`src/rtl/alu_pkg.sv`:
```
// Shared opcode, flag and sizing definitions for the add/sub/compare ALU family.
package alu_pkg;

   localparam int unsigned OPC_W   = 4;
   localparam int unsigned NUM_OPS = 8;

   typedef enum logic [OPC_W-1:0] {
      OP_ADD  = 4'd0,
      OP_SUB  = 4'd1,
      OP_LT   = 4'd2,
      OP_GT   = 4'd3,
      OP_LTU  = 4'd4,
      OP_GTU  = 4'd5,
      OP_ADDS = 4'd6,
      OP_SUBS = 4'd7
   } opcode_e;

   typedef struct packed {
      logic n;
      logic z;
      logic c;
      logic v;
   } flags_t;

endpackage

```
`src/rtl/alu_core.sv`:
```
// Combinational ALU datapath: one shared adder feeds add/sub, compares and saturating ops.
module alu_core
   import alu_pkg::*;
#(
   parameter int unsigned WIDTH = 32
) (
   input  logic [WIDTH-1:0] i_a,
   input  logic [WIDTH-1:0] i_b,
   input  logic [OPC_W-1:0] i_opcode,
   output logic [WIDTH-1:0] o_result_c,
   output flags_t           o_flags_c,
   output logic             o_illegal_c
);

   localparam int unsigned MSB   = WIDTH - 1;
   localparam int unsigned SUM_W = WIDTH + 1;

   logic             w_sub;
   logic [WIDTH-1:0] w_bmod;
   logic [WIDTH:0]   w_sum;
   logic             w_v;
   flags_t           w_raw;
   logic [WIDTH-1:0] w_sat_max;
   logic [WIDTH-1:0] w_sat_min;
   logic [WIDTH-1:0] w_sat_res;

   // Only the two add flavours take B uninverted; everything else works on A-B.
   always_comb begin
      w_sub = !((i_opcode == OP_ADD) || (i_opcode == OP_ADDS));
   end

   assign w_bmod    = w_sub ? ~i_b : i_b;
   assign w_sum     = {1'b0, i_a} + {1'b0, w_bmod} + SUM_W'(w_sub);
   assign w_v       = (i_a[MSB] == w_bmod[MSB]) && (w_sum[MSB] != i_a[MSB]);
   assign w_sat_max = {1'b0, {MSB{1'b1}}};
   assign w_sat_min = {1'b1, {MSB{1'b0}}};

   // Flags of the raw adder output, also reported for compare ops.
   always_comb begin
      w_raw.n = w_sum[MSB];
      w_raw.z = (w_sum[MSB:0] == '0);
      w_raw.c = w_sum[WIDTH];
      w_raw.v = w_v;
   end

   // Overflow sign follows operand A: positive A overflows up, negative A overflows down.
   always_comb begin
      w_sat_res = w_sum[MSB:0];
      if (w_v) begin
         w_sat_res = i_a[MSB] ? w_sat_min : w_sat_max;
      end
   end

   // Result/flag select per opcode; undefined opcodes yield zeros with illegal set.
   always_comb begin
      o_result_c  = '0;
      o_flags_c   = '0;
      o_illegal_c = 1'b0;
      case (i_opcode)
         OP_ADD, OP_SUB: begin
            o_result_c = w_sum[MSB:0];
            o_flags_c  = w_raw;
         end
         OP_LT: begin
            o_result_c = WIDTH'(w_raw.n ^ w_raw.v);
            o_flags_c  = w_raw;
         end
         OP_GT: begin
            o_result_c = WIDTH'(!(w_raw.n ^ w_raw.v) && !w_raw.z);
            o_flags_c  = w_raw;
         end
         OP_LTU: begin
            o_result_c = WIDTH'(!w_raw.c);
            o_flags_c  = w_raw;
         end
         OP_GTU: begin
            o_result_c = WIDTH'(w_raw.c && !w_raw.z);
            o_flags_c  = w_raw;
         end
         OP_ADDS, OP_SUBS: begin
            o_result_c  = w_sat_res;
            o_flags_c.n = w_sat_res[MSB];
            o_flags_c.z = (w_sat_res == '0);
            o_flags_c.c = w_raw.c;
            o_flags_c.v = w_raw.v;
         end
         default: begin
            o_illegal_c = 1'b1;
         end
      endcase
   end

endmodule

```
`src/rtl/alu_add_pipe.sv`:
```
// Two-stage valid/ready pipelined ALU: s1 holds operands, s2 holds result/flags.
module alu_add_pipe
   import alu_pkg::*;
#(
   parameter int unsigned WIDTH = 32
) (
   input  logic             clk,
   input  logic             rst_n,
   input  logic             in_valid,
   output logic             in_ready,
   input  logic [WIDTH-1:0] A,
   input  logic [WIDTH-1:0] B,
   input  logic [OPC_W-1:0] opcode,
   output logic             out_valid,
   input  logic             out_ready,
   output logic [WIDTH-1:0] result,
   output flags_t           flags,
   output logic             illegal
);

   logic             r_s1_valid;
   logic [WIDTH-1:0] r_s1_a;
   logic [WIDTH-1:0] r_s1_b;
   logic [OPC_W-1:0] r_s1_op;

   logic             r_s2_valid;
   logic [WIDTH-1:0] r_s2_result;
   flags_t           r_s2_flags;
   logic             r_s2_illegal;

   logic             w_s1_adv;
   logic             w_s2_adv;
   logic [WIDTH-1:0] w_result;
   flags_t           w_flags;
   logic             w_illegal;

   // A stage may advance when it is empty or the stage after it is moving.
   assign w_s2_adv = !r_s2_valid || out_ready;
   assign w_s1_adv = !r_s1_valid || w_s2_adv;
   assign in_ready = w_s1_adv;

   alu_core #(
      .WIDTH (WIDTH)
   ) u_core (
      .i_a         (r_s1_a),
      .i_b         (r_s1_b),
      .i_opcode    (r_s1_op),
      .o_result_c  (w_result),
      .o_flags_c   (w_flags),
      .o_illegal_c (w_illegal)
   );

   // Operand stage: valid follows in_valid when advancing, data loads only on a transfer.
   always_ff @(posedge clk or negedge rst_n) begin
      if (!rst_n) begin
         r_s1_valid <= 1'b0;
         r_s1_a     <= '0;
         r_s1_b     <= '0;
         r_s1_op    <= '0;
      end else if (w_s1_adv) begin
         r_s1_valid <= in_valid;
         if (in_valid) begin
            r_s1_a  <= A;
            r_s1_b  <= B;
            r_s1_op <= opcode;
         end
      end
   end

   // Result stage: frozen while the output is stalled, loads computed values from s1.
   always_ff @(posedge clk or negedge rst_n) begin
      if (!rst_n) begin
         r_s2_valid   <= 1'b0;
         r_s2_result  <= '0;
         r_s2_flags   <= '0;
         r_s2_illegal <= 1'b0;
      end else if (w_s2_adv) begin
         r_s2_valid <= r_s1_valid;
         if (r_s1_valid) begin
            r_s2_result  <= w_result;
            r_s2_flags   <= w_flags;
            r_s2_illegal <= w_illegal;
         end
      end
   end

   assign out_valid = r_s2_valid;
   assign result    = r_s2_result;
   assign flags     = r_s2_flags;
   assign illegal   = r_s2_illegal;

endmodule

```
`config.mk`:
```
export PLATFORM = sky130hd
export DESIGN_NAME = alu_add_pipe
export DESIGN_NICKNAME = d
export VERILOG_FILES = /design/src/rtl/alu_pkg.sv /design/src/rtl/alu_core.sv /design/src/rtl/alu_add_pipe.sv
export SDC_FILE = /design/constraint.sdc
export NUM_CORES = 1
export LEC_CHECK = 0
export BUFFER_PORTS_ARGS = -buffer_cell sky130_fd_sc_hd__clkbuf_2
export CAP_MARGIN = 30
export CORE_UTILIZATION = 64
export CTS_BUF_LIST = sky130_fd_sc_hd__clkbuf_8
export CTS_CLUSTER_DIAMETER = 80
export DETAILED_ROUTE_END_ITERATION = 6
export HOLD_SLACK_MARGIN = 0.02
export MAX_ROUTING_LAYER = met4
export PLACE_DENSITY_LB_ADDON = 0.12
export SETUP_SLACK_MARGIN = 0.2
export SLEW_MARGIN = 20
export SYNTH_ARGS = -nofsm -noshare
export SYNTH_HDL_FRONTEND = slang
export SYNTH_SLANG_ARGS = --single-unit
```
`constraint.sdc`:
```
create_clock -name clk -period 5.7 [get_ports clk]
set_input_delay 0 -clock clk [delete_from_list [all_inputs] [get_ports clk]]
set_output_delay 0 -clock clk [all_outputs]
set_load 0.05 [all_outputs]
```
==> flow_summary.ini <==
[detailed_routing]
vias = 6979
antenna_left = 0
via_per_inst = 6.53
firstDrtPassIters = 7
wl_per_cell_um = 19.9
dr.first_iter.drc_count = 512
drt_wl_total_um = 21200
route.detailed.drc = 22

[worst_setup_path]
crit_start = r_s1_op[1]
cp_num_buf_inv = 3
worst-setup-path-type = reg2reg
crit_fanout = 16
worstSetupStartpointType = flop
path_cells = xnor2_2 -> nand2_1 -> buf_8 -> buf_4 -> xor2_1 -> ha_1 -> inv_1 -> o31ai_1 -> a211oi_1 -> o31a_1 -> a21boi_2 -> and2_2 -> a31o_2 -> mux2_2
cpPeakStageDelay_ns = 0.56
regToRegSetupSlack_ns = 0.89
required_ns = 6.04
path_depth = 14
cp_top_family = compound AO/OA/AOI/OAI gates
arrival_ns = 5.15
cp-endpoint = result[29]
timing.rr.end = result[29]
r2r_cells = 14
critical_path.reg2reg.startpoint = r_s1_op[1]
slowest_stage = o31ai_1
cp-end-kind = flop

[cts]
cts_buffers = 9
cts-resized-gates = 0
cts.clk_slew.worst_paths_ns = 0.10
cts.path.max_buffers = 2
cts-htree-levels = 3
cts.sinks = 107
cts_root_buffer = clkbuf_8
clk_latency_ns = 0.40
tritoncts = done

[run_status]
status = complete, but fails checks
violations = DRC

[logic_synthesis]
avgSynthCellArea_um2 = 9.55
synth-edff-count = 0
ys_ff_latch = 107
syn_nets = 871
synthCells = 765
synthesis.area_um2 = 7310
yosysSeqAreaShare_pct = 36.7
synthFlopType = dfrtp_1
ys_types = 81
ys_warn_count = 0
async_reset_ff_share_pct = 100

[floorplan]
die-area_um2 = 11800
fp.coreArea_um2 = 11000
chipHeight_um = 109
rows = 38
fp.dieW_um = 109
start_util_pct = 66.5
io_pins = 111

[timing]
slew_viol_final = 0
hold_violations = 0
relSlewSlack_pct = 40.7
period_needed_ns = 4.81
rsz0062_at_grt = no
setup_viol = 0
post-route-period-util_pct = 84.3
fin_setup_tns_ns = 0
clock.fmax_ghz = 0.208
max_slew.worst_pin.slew_ns = 0.890
skew_ns = 0.00835
final.setup.worst_slack_ns = 0.893

[pwr]
pwr-share-clk_pct = 11.0
powerDensity_nw_per_um2 = 439
seqPwrFrac_pct = 26.8
p_leak_nw = 3.86
p_sw_mw = 1.97
comb_power_share_pct = 62.2
vdd_ir_drop_max_v = 0.000349
internal_power_mw = 1.89
swShare_pct = 51.0

[worst_hold_path]
min_path_type = in2async

[job]
max-cap-violations = 0

[global_route]
grt_pass1_wl_um = 33900
grt_pass1_vias = 6845
antenna_found_initial = 0
grt.total_usage_pct = 38.5
overflow = 0
grt_start_max_net_pins = 69

[placement]
dpl.hpwl_um = 13800
gp_congestion = 0.952
pre_cts_slack_ns = 0.705
placement.io_buffers = 110

[cells_and_area]
fin_util_pct = 80.1
layout_common_cells = 109 x clkbuf_2, 107 x dfrtp_1, 77 x mux2_2, 72 x dlygate4sd3_1, 71 x nand2_1
n_fill_cell = 694
drive_above_1_share_pct = 25.5
antenna_cells = 0
final_nets = 1031
layout_commonest_cell = clkbuf_2
area.growth.synth_to_final_pct = 20.4
power groups by stage:
stage / clock, mW / combinational, mW / sequential (mW)
6_report: 0.424 / 2.40 / 1.04
5_1_grt: 0.460 / 2.57 / 1.05
4_1_cts: 0.430 / 2.29 / 1.03
3_5_place_dp: 0 / 2.24 / 1.04
3_3_place_gp: 0 / 2.20 / 1.04
2_1_floorplan: 0 / 1.44 / 1.32
metal layers:
metal  vias up  track usage, %  wire length [um]
li1       3146               -                 -
met1      3330            47.2              8600
met2       403            61.8             10000
met3       100            8.07              1780
met4         0            16.3               834
met5         -               -                 0
registers in the layout, indices dropped and copies added (netlist names):
| signal | count |
|---|---|
| out_valid | 1 |
| result | 32 |
| r_s1_b | 32 |
| r_s1_valid | 1 |
| r_s1_op | 4 |
| illegal | 1 |
| r_s1_a | 32 |
| flags | 4 |
logic make-up after synthesis:
| family | synth area share [%] |
|---|---|
| DFF | 36.7 |
| AOI/OAI and AO/OA | 21.7 |
| adders and majority gates | 5.93 |
| buffers and inverters | 3.22 |
| muxes | 12.1 |
| and+or+nand+nor | 14.6 |
| xor gates and xnor gates | 5.74 |
how the worst min path moves through the flow:
stage	to	slack [ns]	cells past startpoint
2_1_floorplan	flags[0]	-0.30	0
3_3_place_gp	r_s1_op[0]	0.03	1
3_5_place_dp	r_s1_op[0]	0.04	1
4_1_cts	r_s1_op[0]	0.17	2
5_1_grt	r_s1_op[0]	0.23	2
6_report	r_s1_op[0]	0.17	2
cells in the mapped netlist, types with 4 or more instances:
master | n | share of area [%]
a21o_1 | 6 | 0.62
a21oi_1 | 61 | 4.2
a2bb2oi_1 | 10 | 1.2
a31oi_1 | 7 | 0.60
a41oi_1 | 4 | 0.48
and2_1 | 7 | 0.60
and3_1 | 8 | 0.69
buf_1 | 11 | 0.57
buf_2 | 8 | 0.55
clkbuf_1 | 15 | 0.77
dfrtp_1 | 107 | 37
ha_1 | 33 | 5.7
inv_1 | 13 | 0.67
mux2_2 | 77 | 12
nand2_1 | 73 | 3.8
nand2b_1 | 8 | 0.69
nand3_1 | 12 | 0.82
nand4_1 | 9 | 0.77
nor2_1 | 34 | 1.7
nor2b_1 | 9 | 0.77
nor3_1 | 18 | 1.2
o2111ai_1 | 4 | 0.48
o211ai_1 | 12 | 1.2
o21a_1 | 5 | 0.51
o21ai_0 | 42 | 2.9
o21ai_1 | 24 | 1.6
o21bai_1 | 6 | 0.62
o22ai_1 | 4 | 0.34
o31ai_1 | 4 | 0.41
or2_2 | 4 | 0.34
or3_1 | 8 | 0.69
or4_1 | 4 | 0.41
xnor2_1 | 5 | 0.60
xor2_1 | 41 | 4.9
stage by stage:
stage          std cells  power [mW]  hold slack [ns]  instance area, um^2
4_1_cts             1068        3.75            0.171                 8780
3_5_place_dp         981        3.28           0.0406                 7890
6_report            1069        3.86            0.168                 8800
5_1_grt             1069        4.09            0.229                 8800
2_1_floorplan        765        2.76           -0.296                 7310
3_3_place_gp         981        3.23           0.0294                 7890
final cells by class:
| cell class | instances | area (um^2) | area share [%] |
|---|---|---|---|
| clock inverters | 6 | 42.5 | 0.484 |
| multi-input cells | 605 | 4400 | 50.0 |
| clock buffers | 9 | 124 | 1.41 |
| well taps | 140 | 175 | 1.99 |
| flip-flops and latches | 107 | 2680 | 30.4 |
| repair buffers | 188 | 1330 | 15.1 |
| inverters | 14 | 52.6 | 0.597 |
what timing repair did:
item                                    4_1_cts  5_1_grt
hold endpoints to repair                    120        0
endpoints found under the setup margin        0        0
setup buffers                                 0        0
hold buffers                                 72        0
(Power assumes the default switching activity.)
